<file path="src/rtl/lrshift_pkg.sv">
// lrshift_pkg: shared definitions for the lrshift_engine block.
//   - lrs_mode_t : operation mode encodings (logical, rotate, arithmetic, hold)
//   - LRS_DIR_*  : direction constants (left = toward MSB)
//   - lrs_state_t: control FSM states (IDLE, SHIFT, DONE)
package lrshift_pkg;

  typedef enum logic [1:0] {
    LRS_LOGIC = 2'b00,
    LRS_ROT   = 2'b01,
    LRS_ARITH = 2'b10,
    LRS_HOLD  = 2'b11
  } lrs_mode_t;

  localparam logic LRS_DIR_LEFT  = 1'b0;
  localparam logic LRS_DIR_RIGHT = 1'b1;

  typedef enum logic [1:0] {
    IDLE  = 2'd0,
    SHIFT = 2'd1,
    DONE  = 2'd2
  } lrs_state_t;

endpackage

</file>
<file path="src/rtl/lrshift_engine_if.sv">
// lrshift_engine_if: control/data bundle of the shift engine.
//   master (requester): drives load, din, d, direction, mode, amount, start;
//                       observes busy, done, out, sout.
//   slave  (engine)   : the mirror image.
// Handshake: start is a single-cycle request accepted only while the engine
// is idle (busy=0, done=0); completion is signalled by a one-cycle done pulse,
// and the requester must not expect a new start to be taken before the edge
// that follows the done cycle. load is likewise honoured only while idle and
// wins over a simultaneous start.
interface lrshift_engine_if #(
  parameter int WIDTH = 16,
  parameter int AW    = $clog2(WIDTH)
);
  logic             load;
  logic [WIDTH-1:0] din;
  logic             d;
  logic             direction;
  logic [1:0]       mode;
  logic [AW-1:0]    amount;
  logic             start;
  logic             busy;
  logic             done;
  logic [WIDTH-1:0] out;
  logic             sout;

  modport master (
    output load, din, d, direction, mode, amount, start,
    input  busy, done, out, sout
  );

  modport slave (
    input  load, din, d, direction, mode, amount, start,
    output busy, done, out, sout
  );
endinterface

</file>
<file path="src/rtl/lrshift_step.sv">
// lrshift_step: combinational shift/rotate datapath.
// Applies i_count bit positions of shift/rotate/fill to i_value and reports
// the last bit to leave the register.
//   i_value : current register contents
//   i_dir   : LRS_DIR_LEFT / LRS_DIR_RIGHT
//   i_mode  : lrs_mode_t operation
//   i_fill  : serial fill bit for logical mode (replicated into every vacated bit)
//   i_count : number of positions (0 returns the value unchanged)
//   o_value : shifted value
//   o_exit  : last exiting bit (bit WIDTH-n for left, bit n-1 for right)
module lrshift_step
  import lrshift_pkg::*;
#(
  parameter int WIDTH = 16,
  localparam int AW   = $clog2(WIDTH)
) (
  input  logic [WIDTH-1:0] i_value,
  input  logic             i_dir,
  input  lrs_mode_t        i_mode,
  input  logic             i_fill,
  input  logic [AW-1:0]    i_count,
  output logic [WIDTH-1:0] o_value,
  output logic             o_exit
);

  localparam logic [WIDTH-1:0] ONES = '1;

  int unsigned       w_n;
  logic [WIDTH-1:0]  w_fill_lo;   // low n bits set
  logic [WIDTH-1:0]  w_fill_hi;   // high n bits set
  logic [AW-1:0]     w_lidx;
  logic [AW-1:0]     w_ridx;

  always_comb begin
    w_n       = 32'(i_count);
    w_fill_lo = '0;
    w_fill_hi = '0;
    w_lidx    = '0;
    w_ridx    = '0;
    o_value   = i_value;
    o_exit    = 1'b0;
    if (w_n != 0) begin
      w_fill_lo = ONES >> (WIDTH - w_n);
      w_fill_hi = ONES << (WIDTH - w_n);
      w_lidx    = AW'(WIDTH - w_n);
      w_ridx    = i_count - AW'(1);
      if (i_dir == LRS_DIR_LEFT) begin
        o_exit = i_value[w_lidx];
        case (i_mode)
          LRS_LOGIC: o_value = (i_value << w_n) | (i_fill ? w_fill_lo : '0);
          LRS_ROT:   o_value = (i_value << w_n) | (i_value >> (WIDTH - w_n));
          LRS_ARITH: o_value = i_value << w_n;
          default:   o_value = i_value;
        endcase
      end else begin
        o_exit = i_value[w_ridx];
        case (i_mode)
          LRS_LOGIC: o_value = (i_value >> w_n) | (i_fill ? w_fill_hi : '0);
          LRS_ROT:   o_value = (i_value >> w_n) | (i_value << (WIDTH - w_n));
          // Sign extension: vacated high bits copy the original MSB.
          LRS_ARITH: o_value = (i_value >> w_n) | (i_value[WIDTH-1] ? w_fill_hi : '0);
          default:   o_value = i_value;
        endcase
      end
    end
  end

endmodule

</file>
<file path="src/rtl/lrshift_engine.sv">
// lrshift_engine: WIDTH-bit shift/rotate register with start/busy/done handshake.
// Ports:
//   clk         : rising-edge clock
//   reset       : asynchronous active-high reset (aborts any operation, no done)
//   bus         : lrshift_engine_if.slave (load/din/d/direction/mode/amount/start
//                 in; busy/done/out/sout out)
//   o_dbg_state : current FSM state
// Build option: define LRSHIFT_BARREL_EN to apply the full shift amount in one
// SHIFT cycle; otherwise one bit position is applied per clock.
module lrshift_engine
  import lrshift_pkg::*;
#(
  parameter int WIDTH = 16,
  localparam int AW   = $clog2(WIDTH)
) (
  input  logic                clk,
  input  logic                reset,
  lrshift_engine_if.slave     bus,
  output lrs_state_t          o_dbg_state
);

  lrs_state_t       r_state;
  logic [WIDTH-1:0] r_out;
  logic             r_sout;
  logic             r_busy;
  logic             r_done;
  logic             r_dir;
  lrs_mode_t        r_mode;
  logic [AW-1:0]    r_cnt;

  logic [AW-1:0]    w_count;
  logic             w_last;
  logic [WIDTH-1:0] w_next;
  logic             w_exit;

`ifdef LRSHIFT_BARREL_EN
  // The whole amount is consumed by the single SHIFT cycle.
  assign w_count = r_cnt;
  assign w_last  = 1'b1;
`else
  assign w_count = AW'(1);
  assign w_last  = (r_cnt == AW'(1));
`endif

  lrshift_step #(.WIDTH(WIDTH)) u_step (
    .i_value (r_out),
    .i_dir   (r_dir),
    .i_mode  (r_mode),
    .i_fill  (bus.d),
    .i_count (w_count),
    .o_value (w_next),
    .o_exit  (w_exit)
  );

  always_ff @(posedge clk or posedge reset) begin
    if (reset) begin
      r_state <= IDLE;
      r_out   <= '0;
      r_sout  <= 1'b0;
      r_busy  <= 1'b0;
      r_done  <= 1'b0;
      r_dir   <= LRS_DIR_LEFT;
      r_mode  <= LRS_LOGIC;
      r_cnt   <= '0;
    end else begin
      case (r_state)
        IDLE: begin
          r_done <= 1'b0;
          if (bus.load) begin
            // load has priority; a simultaneous start is dropped
            r_out <= bus.din;
          end else if (bus.start) begin
            r_dir  <= bus.direction;
            r_mode <= lrs_mode_t'(bus.mode);
            r_cnt  <= bus.amount;
            if (bus.amount == '0) begin
              r_state <= DONE;
              r_done  <= 1'b1;
            end else begin
              r_state <= SHIFT;
              r_busy  <= 1'b1;
            end
          end
        end
        SHIFT: begin
          r_out <= w_next;
          if (r_mode != LRS_HOLD) r_sout <= w_exit;
          r_cnt <= r_cnt - AW'(1);
          if (w_last) begin
            r_state <= DONE;
            r_busy  <= 1'b0;
            r_done  <= 1'b1;
          end
        end
        DONE: begin
          r_done  <= 1'b0;
          r_state <= IDLE;
        end
        default: begin
          r_state <= IDLE;
          r_busy  <= 1'b0;
          r_done  <= 1'b0;
        end
      endcase
    end
  end

  assign bus.out     = r_out;
  assign bus.sout    = r_sout;
  assign bus.busy    = r_busy;
  assign bus.done    = r_done;
  assign o_dbg_state = r_state;

endmodule
</file>
<file path="src/flat_wrapper.sv">
// flat-port wrapper written by rule: the top's interface ports become plain ports
module lrshift_engine_flat import lrshift_pkg::*;
#(
  parameter int WIDTH = 16,
  localparam int AW   = $clog2(WIDTH)
)
  (clk, reset, o_dbg_state, bus_load, bus_din, bus_d, bus_direction, bus_mode, bus_amount, bus_start, bus_busy, bus_done, bus_out, bus_sout);
  lrshift_engine_if #(.WIDTH(WIDTH)) bus_i ();
  input  logic clk;
  input  logic reset;
  output lrs_state_t o_dbg_state;
  input wire logic [$bits(bus_i.load)-1:0] bus_load;
  input wire logic [$bits(bus_i.din)-1:0] bus_din;
  input wire logic [$bits(bus_i.d)-1:0] bus_d;
  input wire logic [$bits(bus_i.direction)-1:0] bus_direction;
  input wire logic [$bits(bus_i.mode)-1:0] bus_mode;
  input wire logic [$bits(bus_i.amount)-1:0] bus_amount;
  input wire logic [$bits(bus_i.start)-1:0] bus_start;
  output wire logic [$bits(bus_i.busy)-1:0] bus_busy;
  output wire logic [$bits(bus_i.done)-1:0] bus_done;
  output wire logic [$bits(bus_i.out)-1:0] bus_out;
  output wire logic [$bits(bus_i.sout)-1:0] bus_sout;
  assign bus_i.load = bus_load;
  assign bus_i.din = bus_din;
  assign bus_i.d = bus_d;
  assign bus_i.direction = bus_direction;
  assign bus_i.mode = bus_mode;
  assign bus_i.amount = bus_amount;
  assign bus_i.start = bus_start;
  assign bus_busy = bus_i.busy;
  assign bus_done = bus_i.done;
  assign bus_out = bus_i.out;
  assign bus_sout = bus_i.sout;
  lrshift_engine #(.WIDTH(WIDTH)) u_core (.clk(clk), .reset(reset), .bus(bus_i), .o_dbg_state(o_dbg_state));
endmodule
</file>
<file path="config.mk">
export PLATFORM = sky130hd
export DESIGN_NAME = lrshift_engine_flat
export DESIGN_NICKNAME = d
export VERILOG_FILES = /design/src/rtl/lrshift_pkg.sv /design/src/rtl/lrshift_engine_if.sv /design/src/rtl/lrshift_step.sv /design/src/rtl/lrshift_engine.sv /design/src/flat_wrapper.sv
export SDC_FILE = /design/constraint.sdc
export NUM_CORES = 1
export LEC_CHECK = 0
export ABC_CLOCK_PERIOD_IN_PS = 2200
export BUFFER_PORTS_ARGS = -buffer_cell sky130_fd_sc_hd__buf_2
export CAP_MARGIN = 20
export CORE_ASPECT_RATIO = 0.9
export CORE_MARGIN = 2
export CORE_UTILIZATION = 51
export DETAILED_ROUTE_END_ITERATION = 7
export PLACE_DENSITY = 0.79
export RECOVER_POWER = 50
export SLEW_MARGIN = 40
export SYNTH_ARGS = -nofsm -noshare
export SYNTH_HDL_FRONTEND = slang
export SYNTH_SLANG_ARGS = --single-unit
</file>
<file path="constraint.sdc">
create_clock -name clk -period 2.2 [get_ports clk]
set_input_delay 0.33 -clock clk [delete_from_list [all_inputs] [get_ports clk]]
set_output_delay 0.33 -clock clk [all_outputs]
set_load 0.1 [all_outputs]
</file>
==> flow_summary.yaml <==
yosys:
  yosys_warnings: 0
  synth_area_mm2: 0.001610
  ys_ff_latch: 28
  synth_cell_types: 33
  synth_area_per_cell_um2: 8.897
  syn_inst: 181
  yosysSeqAreaShare_pct: 43.51
  synthesis.nets: 215
sta:
  relSlewSlack_pct: 1.513
  period_minus_slack_ps: 1885
  tightest_slew_ps: 1477
  final.setup_skew_ps: 15.80
  setup_viol: 0
  maxSlewViolCount: 0
  max_clock_freq_ghz: 0.5306
  fin_setup_tns_ps: 0
  rsz0062_at_grt: "false"
  finalCritPeriodShare_pct: 85.67
  hold_viol_final: 0
setup_path:
  crit_fanout: 2
  worstPathRequired_ps: 1870
  critPathBufInv: 1
  rr_worst_depth: 6
  critPathTopFamily: "buffers and inverters"
  worstSetupStartpointType: "flip-flop"
  crit_type: "flip-flop to output port"
  crit_chain: "clkbuf_1"
  endpoint_kind: "output port"
  cp.depth: 1
  slowest_delay_ps: 860
  worstPathArrival_ps: 1550
  slowest_stage: "clkbuf_1"
floorplan:
  die_area_mm2: 0.003623
  fp.dieH_um: 57.31
  core_mm2: 0.003043
  ioPinCount: 49
  die_w_um: 63.23
  row_count: 19
  start_util_pct: 52.92
run:
  max_cap_viol_count: 0
hold_path:
  holdPathStages: 3
  hold_class: "input pin to flip-flop"
routing:
  route.detailed.drc: 0
  routed_wl_um: 3424
  drtPass1Iterations: 5
  antenna_left: 0
  via_count: 1397
  drtIter0Drc: 67
  wl_per_cell_um: 12.78
  routed_via_density: 5.213
clock_network:
  cts_tree: "built"
  cts_root_buffer: "clkbuf_4"
  cts_num_sinks: 28
  htree_levels: 1
  clkTransAtPathRegs_ps: 140
  cts_buffer_depth: 2
  clock_latency_ps: 330
  post_cts_buffers: 0
  cts_hold_buf: 0
  cts_resized: 0
  cts_made_buffers: 3
final_layout:
  area_delta_synth_final_pct: 18.80
  final_common_cell: "buf_2"
  final_nets: 261
  final_cell_mix: "47 x buf_2, 28 x dfrtp_1, 24 x nor2_1"
  diodes: 0
  layout-drive-gt1-share_pct: 25.22
global_routing:
  grt_pass1_vias: 1293
  grt_pass1_wl_um: 5899
  grt_util_all_layers_pct: 20.45
  grt_overflow: 0
  grt_start_max_net_pins: 32
  grt_antenna_before_repair: 0
status:
  status: "complete, no violations"
place:
  portBuffers: 48
  place_congestion: 0.8026
  dpl.hpwl_um: 2474
state kept, by name, summed over array words and instances, names as in the netlist:
name / flops
u_core.o_dbg_state: 2
u_core.bus.sout: 1
u_core.bus.done: 1
u_core.bus.busy: 1
u_core.r_mode: 2
u_core.r_dir: 1
u_core.r_cnt: 4
u_core.bus.out: 16
final timing paths:
path / slack (ps) / start / end
setup / recovery: 320 / u_core.bus.sout$_DFFE_PP0P_ / bus_sout
hold / removal: 220 / bus_mode[1] / u_core.r_mode[1]$_DFFE_PP0P_
setup reg to reg: 450 / u_core.r_mode[0]$_DFFE_PP0P_ / u_core.bus.out[15]$_DFFE_PP0P_
hold reg to reg: 510 / u_core.bus.busy$_DFFE_PP0P_ / u_core.bus.busy$_DFFE_PP0P_
max in group asynchronous: 870 / reset / u_core.bus.out[6]$_DFFE_PP0P_
min in group asynchronous: 470 / reset / u_core.r_dir$_DFFE_PP0P_
cell families (layout without fill, tap and decap cells):
logic type	Yosys count	count (layout)	synth area share, %
compound gates	53	53	19.04
fa+ha+maj	6	6	4.662
buf+inv	19	64	5.751
flops	28	28	43.51
mux	19	19	11.97
simple gates	56	56	15.07
worst min-delay path, cell delays in order:
cell,delay [ps]
buf_2,70
nand2_1,30
o21ai_0,70
metal layers:
layer | vias up | global-route usage, % | wire, um
met5 | - | 0 | 0
met4 | 0 | 7.764 | 23
met3 | 2 | 2.761 | 170
met2 | 34 | 32.07 | 1565
met1 | 648 | 29.31 | 1665
li1 | 713 | - | -
synthesized netlist by cell type:
cell type,number,share of area [%]
nand3_1,1,0.31
o21ai_0,17,5.3
a31oi_1,2,0.78
a21oi_1,21,6.5
o221a_1,1,0.70
a221oi_1,1,0.54
buf_4,1,0.47
a21oi_2,1,0.54
mux2_2,1,0.70
a21bo_2,1,0.62
mux2i_1,17,11
o21ai_1,3,0.93
nand4_1,1,0.39
nor2b_1,2,0.78
dfrtp_1,28,44
o311a_1,1,0.62
nor4_1,1,0.39
o311ai_0,1,0.54
buf_2,8,2.5
mux2_1,1,0.70
a21o_1,1,0.47
nor3_2,1,0.62
nand3b_1,1,0.47
inv_1,7,1.6
clkbuf_1,2,0.47
nor2_1,24,5.6
nand2b_1,4,1.6
a211oi_1,2,0.93
buf_6,1,0.70
a211o_1,1,0.54
ha_1,6,4.7
nand2_1,20,4.7
nor3_1,1,0.31
through the flow:
stage | hold WS (ps) | area, um^2 | setup slack, ps | cells | util [%]
finish | 221.8 | 1913 | 315.3 | 268 | 62.87
detailed placement | 410.7 | 1874 | 437.3 | 264 | 61.60
global placement | 405.1 | 1874 | 529.9 | 264 | 61.60
CTS | 35.26 | 1927 | 434.2 | 268 | 63.32
global route | 207.7 | 1913 | 261.6 | 268 | 62.87
floorplan | 395.4 | 1610 | 70.76 | 181 | -
area by class of cell:
cell class | instances | area, um^2
clock buffer | 3 | 22.52
clock inverter | 1 | 30.03
fill | 283 | 1130
inverter | 7 | 26.28
multi-input combinational | 134 | 808.3
sequential | 28 | 700.7
tap | 42 | 52.55
timing repair buffer | 53 | 272.8
Power is not shown: default switching activity piles up to over one toggle a cycle in this logic, so the estimate is an artifact.
